--- config.mk ---
export PLATFORM = sky130hd
export DESIGN_NAME = ultrasonic_ranger
export DESIGN_NICKNAME = d
export VERILOG_FILES = /design/src/rtl/ultrasonic_ranger.sv
export SDC_FILE = /design/constraint.sdc
export NUM_CORES = 1
export LEC_CHECK = 0
export CORE_AREA = 3 3 126 128
export DETAILED_ROUTE_END_ITERATION = 7
export DIE_AREA = 0 0 129 131
export GPL_TIMING_DRIVEN = 0
export HOLD_SLACK_MARGIN = 0.1
export PLACE_DENSITY = 0.43
export SYNTH_ARGS = -nofsm -noshare
export SYNTH_HDL_FRONTEND = slang
export SYNTH_SLANG_ARGS = --single-unit
--- constraint.sdc ---
create_clock -name clk -period 2.8 [get_ports clk]
set_input_delay 0.28 -clock clk [delete_from_list [all_inputs] [get_ports clk]]
set_output_delay 0.28 -clock clk [all_outputs]
set_load 0.02 [all_outputs]
--- src/rtl/ultrasonic_ranger.sv ---
// Round-robin driver for N_CH HC-SR04-style ultrasonic sensors.
// Each channel gets a trigger pulse and its echo width is timed in clk cycles.
// The result is reported with a channel tag, a valid strobe and a timeout flag.
// Optional: define ULTRASONIC_RANGER_ECHO_FILTER_EN to add a 4-cycle glitch
// filter on every synchronised echo line.
module ultrasonic_ranger #(
  parameter int N_CH           = 4,
  parameter int TRIG_CYCLES    = 500,
  parameter int TIMEOUT_CYCLES = 1900000,
  parameter int PERIOD_CYCLES  = 3000000,
  parameter int CNT_W          = 22,
  localparam int CH_W          = (N_CH > 1) ? $clog2(N_CH) : 1
) (
  input  logic              clk,
  input  logic              rst_n,
  input  logic              enable,
  input  logic [N_CH-1:0]   echo,
  output logic [N_CH-1:0]   trigger,
  output logic [CNT_W-1:0]  dist_cycles,
  output logic [CH_W-1:0]   dist_ch,
  output logic              dist_valid,
  output logic              dist_timeout,
  output logic              busy
);

  localparam logic [CNT_W-1:0] TRIG_LAST    = CNT_W'(TRIG_CYCLES - 1);
  localparam logic [CNT_W-1:0] TIMEOUT_C    = CNT_W'(TIMEOUT_CYCLES);
  localparam logic [CNT_W-1:0] TIMEOUT_LAST = CNT_W'(TIMEOUT_CYCLES - 1);
  localparam logic [CNT_W-1:0] PERIOD_LAST  = CNT_W'(PERIOD_CYCLES - 1);
  localparam logic [CH_W-1:0]  CH_LAST      = CH_W'(N_CH - 1);

  typedef enum logic [2:0] {
    ST_IDLE,
    ST_TRIG,
    ST_WAIT_RISE,
    ST_MEASURE,
    ST_HOLDOFF
  } state_t;

  state_t             state_q, state_d;
  logic [CH_W-1:0]    ch_q, ch_d;
  logic [CNT_W-1:0]   cnt_q, cnt_d;
  logic [CNT_W-1:0]   per_q, per_d;
  logic [CNT_W-1:0]   dist_cycles_q, dist_cycles_d;
  logic [CH_W-1:0]    dist_ch_q, dist_ch_d;
  logic               dist_valid_q, dist_valid_d;
  logic               dist_timeout_q, dist_timeout_d;

  logic [N_CH-1:0]    echo_meta_q, echo_sync_q, echo_prev_q;
  logic [N_CH-1:0]    echo_lvl;
  logic               echo_cur, echo_rise;

  function automatic logic [CNT_W-1:0] sat_inc(input logic [CNT_W-1:0] v);
    return (v == {CNT_W{1'b1}}) ? v : v + CNT_W'(1);
  endfunction

  // Two-flop synchroniser on every echo line plus a registered copy of the
  // measured level for edge detection.
  always_ff @(posedge clk or negedge rst_n) begin
    if (!rst_n) begin
      echo_meta_q <= '0;
      echo_sync_q <= '0;
      echo_prev_q <= '0;
    end else begin
      echo_meta_q <= echo;
      echo_sync_q <= echo_meta_q;
      echo_prev_q <= echo_lvl;
    end
  end

`ifdef ULTRASONIC_RANGER_ECHO_FILTER_EN
  for (genvar gi = 0; gi < N_CH; gi++) begin : g_filt
    logic       filt_q, filt_d;
    logic [1:0] hold_q, hold_d;

    // Accept a new level only after it has been stable for 4 cycles.
    always_comb begin
      filt_d = filt_q;
      hold_d = 2'd0;
      if (echo_sync_q[gi] != filt_q) begin
        if (hold_q == 2'd3) begin
          filt_d = echo_sync_q[gi];
        end else begin
          hold_d = hold_q + 2'd1;
        end
      end
    end

    // Filter state register.
    always_ff @(posedge clk or negedge rst_n) begin
      if (!rst_n) begin
        filt_q <= 1'b0;
        hold_q <= 2'd0;
      end else begin
        filt_q <= filt_d;
        hold_q <= hold_d;
      end
    end

    assign echo_lvl[gi] = filt_q;
  end
`else
  assign echo_lvl = echo_sync_q;
`endif

  // Only the selected channel is ever looked at.
  assign echo_cur  = echo_lvl[ch_q];
  assign echo_rise = echo_cur & ~echo_prev_q[ch_q];

  // Next-state, counters and result fields.
  always_comb begin
    state_d        = state_q;
    ch_d           = ch_q;
    cnt_d          = cnt_q;
    per_d          = sat_inc(per_q);
    dist_cycles_d  = dist_cycles_q;
    dist_ch_d      = dist_ch_q;
    dist_valid_d   = 1'b0;
    dist_timeout_d = dist_timeout_q;
    case (state_q)
      ST_IDLE: begin
        per_d = '0;
        cnt_d = '0;
        if (enable) state_d = ST_TRIG;
      end
      ST_TRIG: begin
        if (cnt_q >= TRIG_LAST) begin
          cnt_d   = '0;
          state_d = ST_WAIT_RISE;
        end else begin
          cnt_d = sat_inc(cnt_q);
        end
      end
      ST_WAIT_RISE: begin
        if (echo_rise) begin
          // The rise cycle is the first high cycle of the pulse.
          cnt_d   = CNT_W'(1);
          state_d = ST_MEASURE;
        end else if (cnt_q >= TIMEOUT_LAST) begin
          dist_valid_d   = 1'b1;
          dist_ch_d      = ch_q;
          dist_cycles_d  = '1;
          dist_timeout_d = 1'b1;
          state_d        = ST_HOLDOFF;
        end else begin
          cnt_d = sat_inc(cnt_q);
        end
      end
      ST_MEASURE: begin
        if (!echo_cur) begin
          dist_valid_d   = 1'b1;
          dist_ch_d      = ch_q;
          dist_cycles_d  = cnt_q;
          dist_timeout_d = 1'b0;
          state_d        = ST_HOLDOFF;
        end else if (cnt_q >= TIMEOUT_C) begin
          dist_valid_d   = 1'b1;
          dist_ch_d      = ch_q;
          dist_cycles_d  = '1;
          dist_timeout_d = 1'b1;
          state_d        = ST_HOLDOFF;
        end else begin
          cnt_d = sat_inc(cnt_q);
        end
      end
      ST_HOLDOFF: begin
        if (per_q >= PERIOD_LAST) begin
          per_d   = '0;
          cnt_d   = '0;
          ch_d    = (ch_q == CH_LAST) ? '0 : ch_q + CH_W'(1);
          state_d = enable ? ST_TRIG : ST_IDLE;
        end
      end
      default: state_d = ST_IDLE;
    endcase
  end

  // State and datapath registers.
  always_ff @(posedge clk or negedge rst_n) begin
    if (!rst_n) begin
      state_q        <= ST_IDLE;
      ch_q           <= '0;
      cnt_q          <= '0;
      per_q          <= '0;
      dist_cycles_q  <= '0;
      dist_ch_q      <= '0;
      dist_valid_q   <= 1'b0;
      dist_timeout_q <= 1'b0;
    end else begin
      state_q        <= state_d;
      ch_q           <= ch_d;
      cnt_q          <= cnt_d;
      per_q          <= per_d;
      dist_cycles_q  <= dist_cycles_d;
      dist_ch_q      <= dist_ch_d;
      dist_valid_q   <= dist_valid_d;
      dist_timeout_q <= dist_timeout_d;
    end
  end

  // Trigger decoded straight from the state register so reset drops it at once.
  always_comb begin
    trigger = '0;
    if (state_q == ST_TRIG) trigger[ch_q] = 1'b1;
  end

  assign busy         = (state_q != ST_IDLE);
  assign dist_cycles  = dist_cycles_q;
  assign dist_ch      = dist_ch_q;
  assign dist_valid   = dist_valid_q;
  assign dist_timeout = dist_timeout_q;

endmodule

==> impl_metrics.env, run 1 <==
export IMPL_ir_drop_uv=407
export IMPL_drt_iter0_drc=173
export IMPL_syn_instance_count=426
export IMPL_die_h_um=131
export IMPL_ys_warn_count=0
export IMPL_yosysUniqueCellTypes=61
export IMPL_wl_per_cell_um=17.0
export IMPL_routed_via_count=3543
export IMPL_cts_made_buffers=9
export IMPL_start_util_pct=29.6
export IMPL_worstHoldPathType="flip-flop to flip-flop"
export IMPL_fill_cells=1487
export IMPL_nets=501
export IMPL_hold_start="echo_meta_q[2]"
export IMPL_synthAdderAreaFrac_pct=1.98
export IMPL_final_max_slew_viol_count=0
export IMPL_port_buffers=37
export IMPL_crit_type="flip-flop to flip-flop"
export IMPL_multi_input_area_mm2=0.00215
export IMPL_seqCellArea_mm2=0.00218
export IMPL_yosysSeqAreaShare_pct=49.2
export IMPL_synth_area_leader_cell="dfrtp_1"
export IMPL_p_switching_mw=1.81
export IMPL_synth_xor_area_share_pct=3.95
export IMPL_finalHoldViolCount=0
export IMPL_relSlewSlack_pct=55.6
export IMPL_fmax_mhz=373
export IMPL_p_int_mw=3.14
export IMPL_ys_seq_elements=87
export IMPL_clkPwrFrac_pct=25.5
export IMPL_syn_area_per_cell_um2=10.4
export IMPL_cp_max_fo=10
export IMPL_clk_latency_ns=0.35
export IMPL_synthTopCellsByCount="dfrtp_1, nor2_1, o22a_1"
export IMPL_grt_pass1_wl_um=18600
export IMPL_swShare_pct=36.6
export IMPL_pwr_share_comb_pct=40.6
export IMPL_drv_cap=0
export IMPL_status="complete, no violations"
export IMPL_critPathLaunchType="flip-flop"
export IMPL_pwr_share_seq_pct=33.9
export IMPL_grt_setup_unrepaired="no"
export IMPL_pin_count=38
export IMPL_period_minus_slack_ns=2.68
export IMPL_synthMuxAreaShare_pct=2.49
export IMPL_grt_ovfl_total=0
export IMPL_layout_area_overhead_vs_synth_pct=25.1
export IMPL_cts_tree="yes"
export IMPL_synth_area_leaders="dfrtp_1, o22a_1, xnor2_1"
export IMPL_antennaDiodeCount=0
export IMPL_dp_slack_ns=-0.615
export IMPL_reg2reg_depth=7
export IMPL_synth_nets=440
export IMPL_ant_nets=0
export IMPL_synth_edff_count=0
export IMPL_wl_um=11600
export IMPL_grt_pass1_vias=3408
export IMPL_synth_top_family_by_area="compound AO/OA/AOI/OAI gates"
export IMPL_power_density_mw_per_mm2=894
export IMPL_async_flop_share_pct=100
export IMPL_hold_depth=0
export IMPL_tns_ns=0
export IMPL_crit_arrival_ns=2.96
export IMPL_htreeDepth=3
export IMPL_synth_simple_area_share_pct=18.0
export IMPL_final_layout_size_suffix_gt1_share_pct=15.7
export IMPL_end_kind="flip-flop"
export IMPL_postLayoutSetupSlackWorst_ns=0.118
export IMPL_die_area_mm2=0.0169
export IMPL_clock_root_buffer="clkbuf_16"
export IMPL_drc=0
export IMPL_clock_path_buffers=2
export IMPL_cts_sinks=87
export IMPL_holdWs_ns=0.348
export IMPL_hpwl_um=8000
export IMPL_fp_row_count=45
export IMPL_yosys_most_used_dff="dfrtp_1"
export IMPL_placed_area_mm2=0.00506
export IMPL_synth_area_mm2=0.00443
export IMPL_worst_slew_pin_slew_ns=0.661
export IMPL_grt_max_degree=61
export IMPL_period_share_pct=95.8
export IMPL_vias_per_cell=5.21
export IMPL_place_gp_congestion=0.812
export IMPL_drtPass1Iterations=7
export IMPL_design_area_mm2=0.00554
export IMPL_leakagePower_nw=2.18
export IMPL_grt_usage_pct=14.1
export IMPL_final_setup_viol_count=0
export IMPL_clk_pin_slew_ns=0.06
export IMPL_hold_path_endpoint="echo_lvl[2]"
export IMPL_synth_most_common_cell="dfrtp_1"
export IMPL_critPathRequiredTime_ns=3.08
export IMPL_r2r_end="cnt_q[17]"
export IMPL_reg2reg_from="cnt_q[9]"
export IMPL_ff2ff_setup_slack_ns=0.12
export IMPL_synth_top_cell_area_share_pct=49.2
export IMPL_antenna_found_initial=0
export IMPL_clock_skew_ns=0.0105
export IMPL_synth_compound_area_share_pct=20.7
export IMPL_die_w_um=129
export IMPL_core_mm2=0.0150
==> critical path, cell delays in order (launching register included) <==
cell	delay (ns)
dfrtp_2	0.46
or4_4	0.60
or4_4	0.52
o21ai_2	0.17
o21ai_4	0.14
a32oi_4	0.38
buf_6	0.20
o22a_1	0.13
==> registers in the layout (all words and copies together), names as in the netlist <==
signal,cells
dist_timeout,1
echo_meta_q,4
ch_q,2
echo_lvl,4
dist_cycles,22
per_q,22
dist_ch,2
cnt_q,22
echo_prev_q,4
dist_valid,1
state_q,3
==> cell families after synthesis <==
| family | count (synthesis) |
|---|---|
| AOI/OAI and AO/OA | 117 |
| adders and majority gates | 7 |
| xor gates and xnor gates | 20 |
| muxes | 8 |
| DFF | 87 |
| and+or+nand+nor | 153 |
| buffers and inverters | 34 |
==> power by group through the flow <==
stage | logic [mW] | registers (mW) | clock network, mW
4_1_cts | 1.97 | 1.68 | 1.32
6_report | 2.01 | 1.68 | 1.26
3_3_place_gp | 1.91 | 1.70 | 0
5_1_grt | 2.18 | 1.71 | 1.37
2_1_floorplan | 0.953 | 1.89 | 0
3_5_place_dp | 1.92 | 1.70 | 0
==> cell type report <==
type	instances	share of cell area (%)
Multi-Input combinational cell	306	38.9
Buffer	23	2.37
Sequential cell	87	39.3
Inverter	10	0.678
Tap cell	188	4.25
Timing Repair Buffer	50	8.81
Clock buffer	11	4.56
Clock inverter	5	1.13
==> worst max-delay path by stage <==
stage                          start         endpoint  slack (ns)  depth (start not counted)
after floorplan            cnt_q[16]       dist_ch[0]        0.32                          7
after global placement         rst_n          ch_q[1]       -1.97                          1
after detailed placement  state_q[1]        cnt_q[10]       -0.62                          8
after CTS                   cnt_q[9]  dist_cycles[16]       0.009                          7
after global routing         ch_q[0]        cnt_q[17]       0.007                          7
final                       cnt_q[9]        cnt_q[17]        0.12                          7
==> through the flow <==
step	power (mW)	cells	utilization (%)
floorplan	2.85	426	-
global placement	3.61	651	33.6
detailed placement	3.63	652	33.8
CTS	4.97	671	36.3
global route	5.26	680	37.0
finish	4.95	680	37.0
==> timing repair <==
action / in CTS / in global routing
resized for setup: 6 / 11
pin swaps: 3 / 5
buffers inserted: 3 / 8
endpoints found under the hold margin: 27 / 0
hold buffers: 1 / 0
endpoints found under the setup margin: 52 / 53
gates cloned: 0 / 1
==> cell usage in the layout, fill, tap and decap left out, types with 3 or more instances in the layout <==
master,n
mux2_2,4
o22a_2,6
a21oi_1,6
clkbuf_16,9
xor2_1,3
dfrtp_1,85
buf_4,15
xnor2_1,17
nand4_1,9
nor3_1,17
buf_6,4
o22a_1,31
nand2_1,28
o21a_1,17
nor2_1,38
or3_1,4
o21ai_0,21
nor2b_1,3
clkbuf_1,13
nor4_1,10
ha_1,6
nand3_1,13
inv_1,9
or4_4,3
and3_1,9
clkdlybuf4s50_1,36
and2_1,4
a31oi_1,4
a2bb2oi_1,3
==> layer usage <==
layer / vias to the layer above / share of wire (%) / track usage, %
met5: - / 0 / 0
met4: 0 / 1.6 / 3.64
met3: 15 / 3.6 / 3.94
met2: 72 / 49 / 23.4
met1: 1755 / 46 / 18.2
li1: 1701 / - / -
Power figures use the tool's default switching activity.
==> run 2: changes to the inputs <==
Settings changed: CORE_AREA 3 3 126 128 to 3 3 92 94, DIE_AREA 0 0 129 131 to 0 0 95 97, PLACE_DENSITY 0.43 to 0.75.
==> run 2 against run 1 <==
Highest routed layer unchanged. Cell area shrank 4.2%. Die area decreased by 45%. Wire length down 13%. Clock skew is 0.0012 ns higher. Worst hold slack improved by 0.0017 ns. Critical path type unchanged. Critical path depth is the same. Register-to-register slack got worse by 0.05 ns. Core utilization rose by 32 points. Sequential power about the same. Fmax decreased by 1.7%. Sequential cell count is the same.
==> impl_metrics.env, run 2 (synthesis gave the netlist of run 1 again) <==
export IMPL_final_cells=593
export IMPL_start_util_pct=57.3
export IMPL_nets=500
export IMPL_path_cells="or4_4, or4_4, o21ai_1, o21ai_2, a21oi_4, buf_4, mux2_2"
export IMPL_period_minus_slack_ns=2.73
export IMPL_htreeDepth=3
export IMPL_final_cell_mix="dfrtp_1, nor2_1, clkdlybuf4s50_1"
export IMPL_clock_root_buffer="clkbuf_8"
export IMPL_grt_usage_pct=22.7
export IMPL_die_w_um=95
export IMPL_place_gp_congestion=0.936
export IMPL_critPathLaunchType="flip-flop"
export IMPL_cpPeakStageDelay_ns=0.61
export IMPL_holdWs_ns=0.350
export IMPL_finalHoldViolCount=0
export IMPL_end_kind="flip-flop"
export IMPL_drt_iter0_drc=305
export IMPL_clk_pin_slew_ns=0.10
export IMPL_power_density_mw_per_mm2=875
export IMPL_critPathRequiredTime_ns=3.06
export IMPL_grt_pass1_vias=3345
export IMPL_die_area_mm2=0.00922
export IMPL_status="complete, no violations"
export IMPL_wl_per_cell_um=17.0
export IMPL_crit_type="flip-flop to flip-flop"
export IMPL_seqCellArea_mm2=0.00218
export IMPL_final_layout_size_suffix_gt1_share_pct=14.3
export IMPL_cpMostUsedCell="or4_4"
export IMPL_fill_cells=610
export IMPL_die_h_um=97
export IMPL_cts_made_buffers=9
export IMPL_clock_skew_ns=0.0117
export IMPL_relSlewSlack_pct=33.9
export IMPL_core_mm2=0.00773
export IMPL_pin_count=38
export IMPL_antennaDiodeCount=0
export IMPL_layout_area_overhead_vs_synth_pct=19.8
export IMPL_grt_max_degree=61
export IMPL_cts_sinks=87
export IMPL_period_share_pct=97.5
export IMPL_grt_ovfl_total=0
export IMPL_port_buffers=37
export IMPL_final_setup_viol_count=0
export IMPL_routed_via_count=3618
export IMPL_multi_input_area_mm2=0.00212
export IMPL_ir_drop_uv=458
export IMPL_layout_cells_most_common="dfrtp_1"
export IMPL_fmax_mhz=366
export IMPL_design_area_mm2=0.00531
export IMPL_final_max_slew_viol_count=0
export IMPL_crit_arrival_ns=2.99
export IMPL_ant_nets=0
export IMPL_worst_slew_pin_slew_ns=0.983
export IMPL_fp_row_count=32
export IMPL_grt_pass1_wl_um=16400
export IMPL_grt_setup_unrepaired="no"
export IMPL_placed_area_mm2=0.00495
export IMPL_antenna_found_initial=0
export IMPL_drc=0
export IMPL_wl_um=10100
export IMPL_clk_latency_ns=0.37
export IMPL_crit_slowest_cell="or4_4"
export IMPL_vias_per_cell=6.10
export IMPL_leakagePower_nw=2.15
export IMPL_worstHoldPathType="primary input to flip-flop"
export IMPL_clock_path_buffers=2
export IMPL_tns_ns=0
export IMPL_cp_max_fo=7
export IMPL_drv_cap=0
export IMPL_hpwl_um=7020
export IMPL_dpl_cell_count=566
export IMPL_cts_tree="yes"
export IMPL_drtPass1Iterations=5
## run 2: what timing repair did
item / 4_1_cts / 5_1_grt
hold endpoints to repair: 27 / 0
gates cloned: 0 / 0
buffers inserted: 0 / 11
setup endpoints to repair: 22 / 47
gates resized for setup: 5 / 4
pin swaps: 1 / 6
hold buffers: 1 / 0
## run 2: power breakdown
group / internal, mW / switching, mW / total, mW / leakage (nW)
Clock: 0.515 / 0.494 / 1.01 / 0.116
Sequential: 1.51 / 0.157 / 1.67 / 1.13
Combinational: 0.864 / 1.10 / 1.96 / 0.908
Total: 2.89 / 1.75 / 4.64 / 2.15
## run 2: per-stage QoR
| step | total power [mW] | util [%] | setup slack (ns) |
|---|---|---|---|
| 2_1_floorplan | 2.85 | - | 0.318 |
| 3_3_place_gp | 3.53 | 63.8 | -1.61 |
| 3_5_place_dp | 3.59 | 64.1 | -0.424 |
| 4_1_cts | 4.63 | 67.4 | 0.00266 |
| 5_1_grt | 4.90 | 68.7 | 0.000556 |
| 6_report | 4.64 | 68.7 | 0.0705 |
## run 2: path summary, 6_finish.rpt
check	depth (start not counted)	endpoint	slack, ns	startpoint
max	7	dist_ch[0]	0.07	cnt_q[9]
min	1	echo_meta_q[2]	0.35	echo[2]
max reg2reg	7	dist_ch[0]	0.07	cnt_q[9]
min reg2reg	0	echo_lvl[3]	0.35	echo_meta_q[3]
max in group asynchronous	3	echo_prev_q[1]	1.83	rst_n
min in group asynchronous	2	cnt_q[6]	0.37	rst_n
## run 2: layout make-up
type | instances | area share, %
clock inverters | 7 | 1.93
inverters | 10 | 0.708
repair buffers | 50 | 9.20
plain buffers | 23 | 2.41
well taps | 102 | 2.41
multi-input cells | 305 | 40.0
flip-flops and latches | 87 | 41.0
clock buffers | 9 | 2.33
## run 2: layer usage
layer | GRT usage (%) | share of wire [%] | vias up
met5 | 0 | 0 | -
met4 | 8.55 | 2.2 | 0
met3 | 4.35 | 4.8 | 23
met2 | 34.9 | 48 | 101
met1 | 31.8 | 45 | 1794
li1 | - | - | 1700
## run 2: critical path, delay by kind of cell, from the launching register on
family	cells	cell delay, ns
buf+inv	1	0.18
flops	1	0.46
simple gates	2	1.12
mux	1	0.34
compound gates	3	0.52
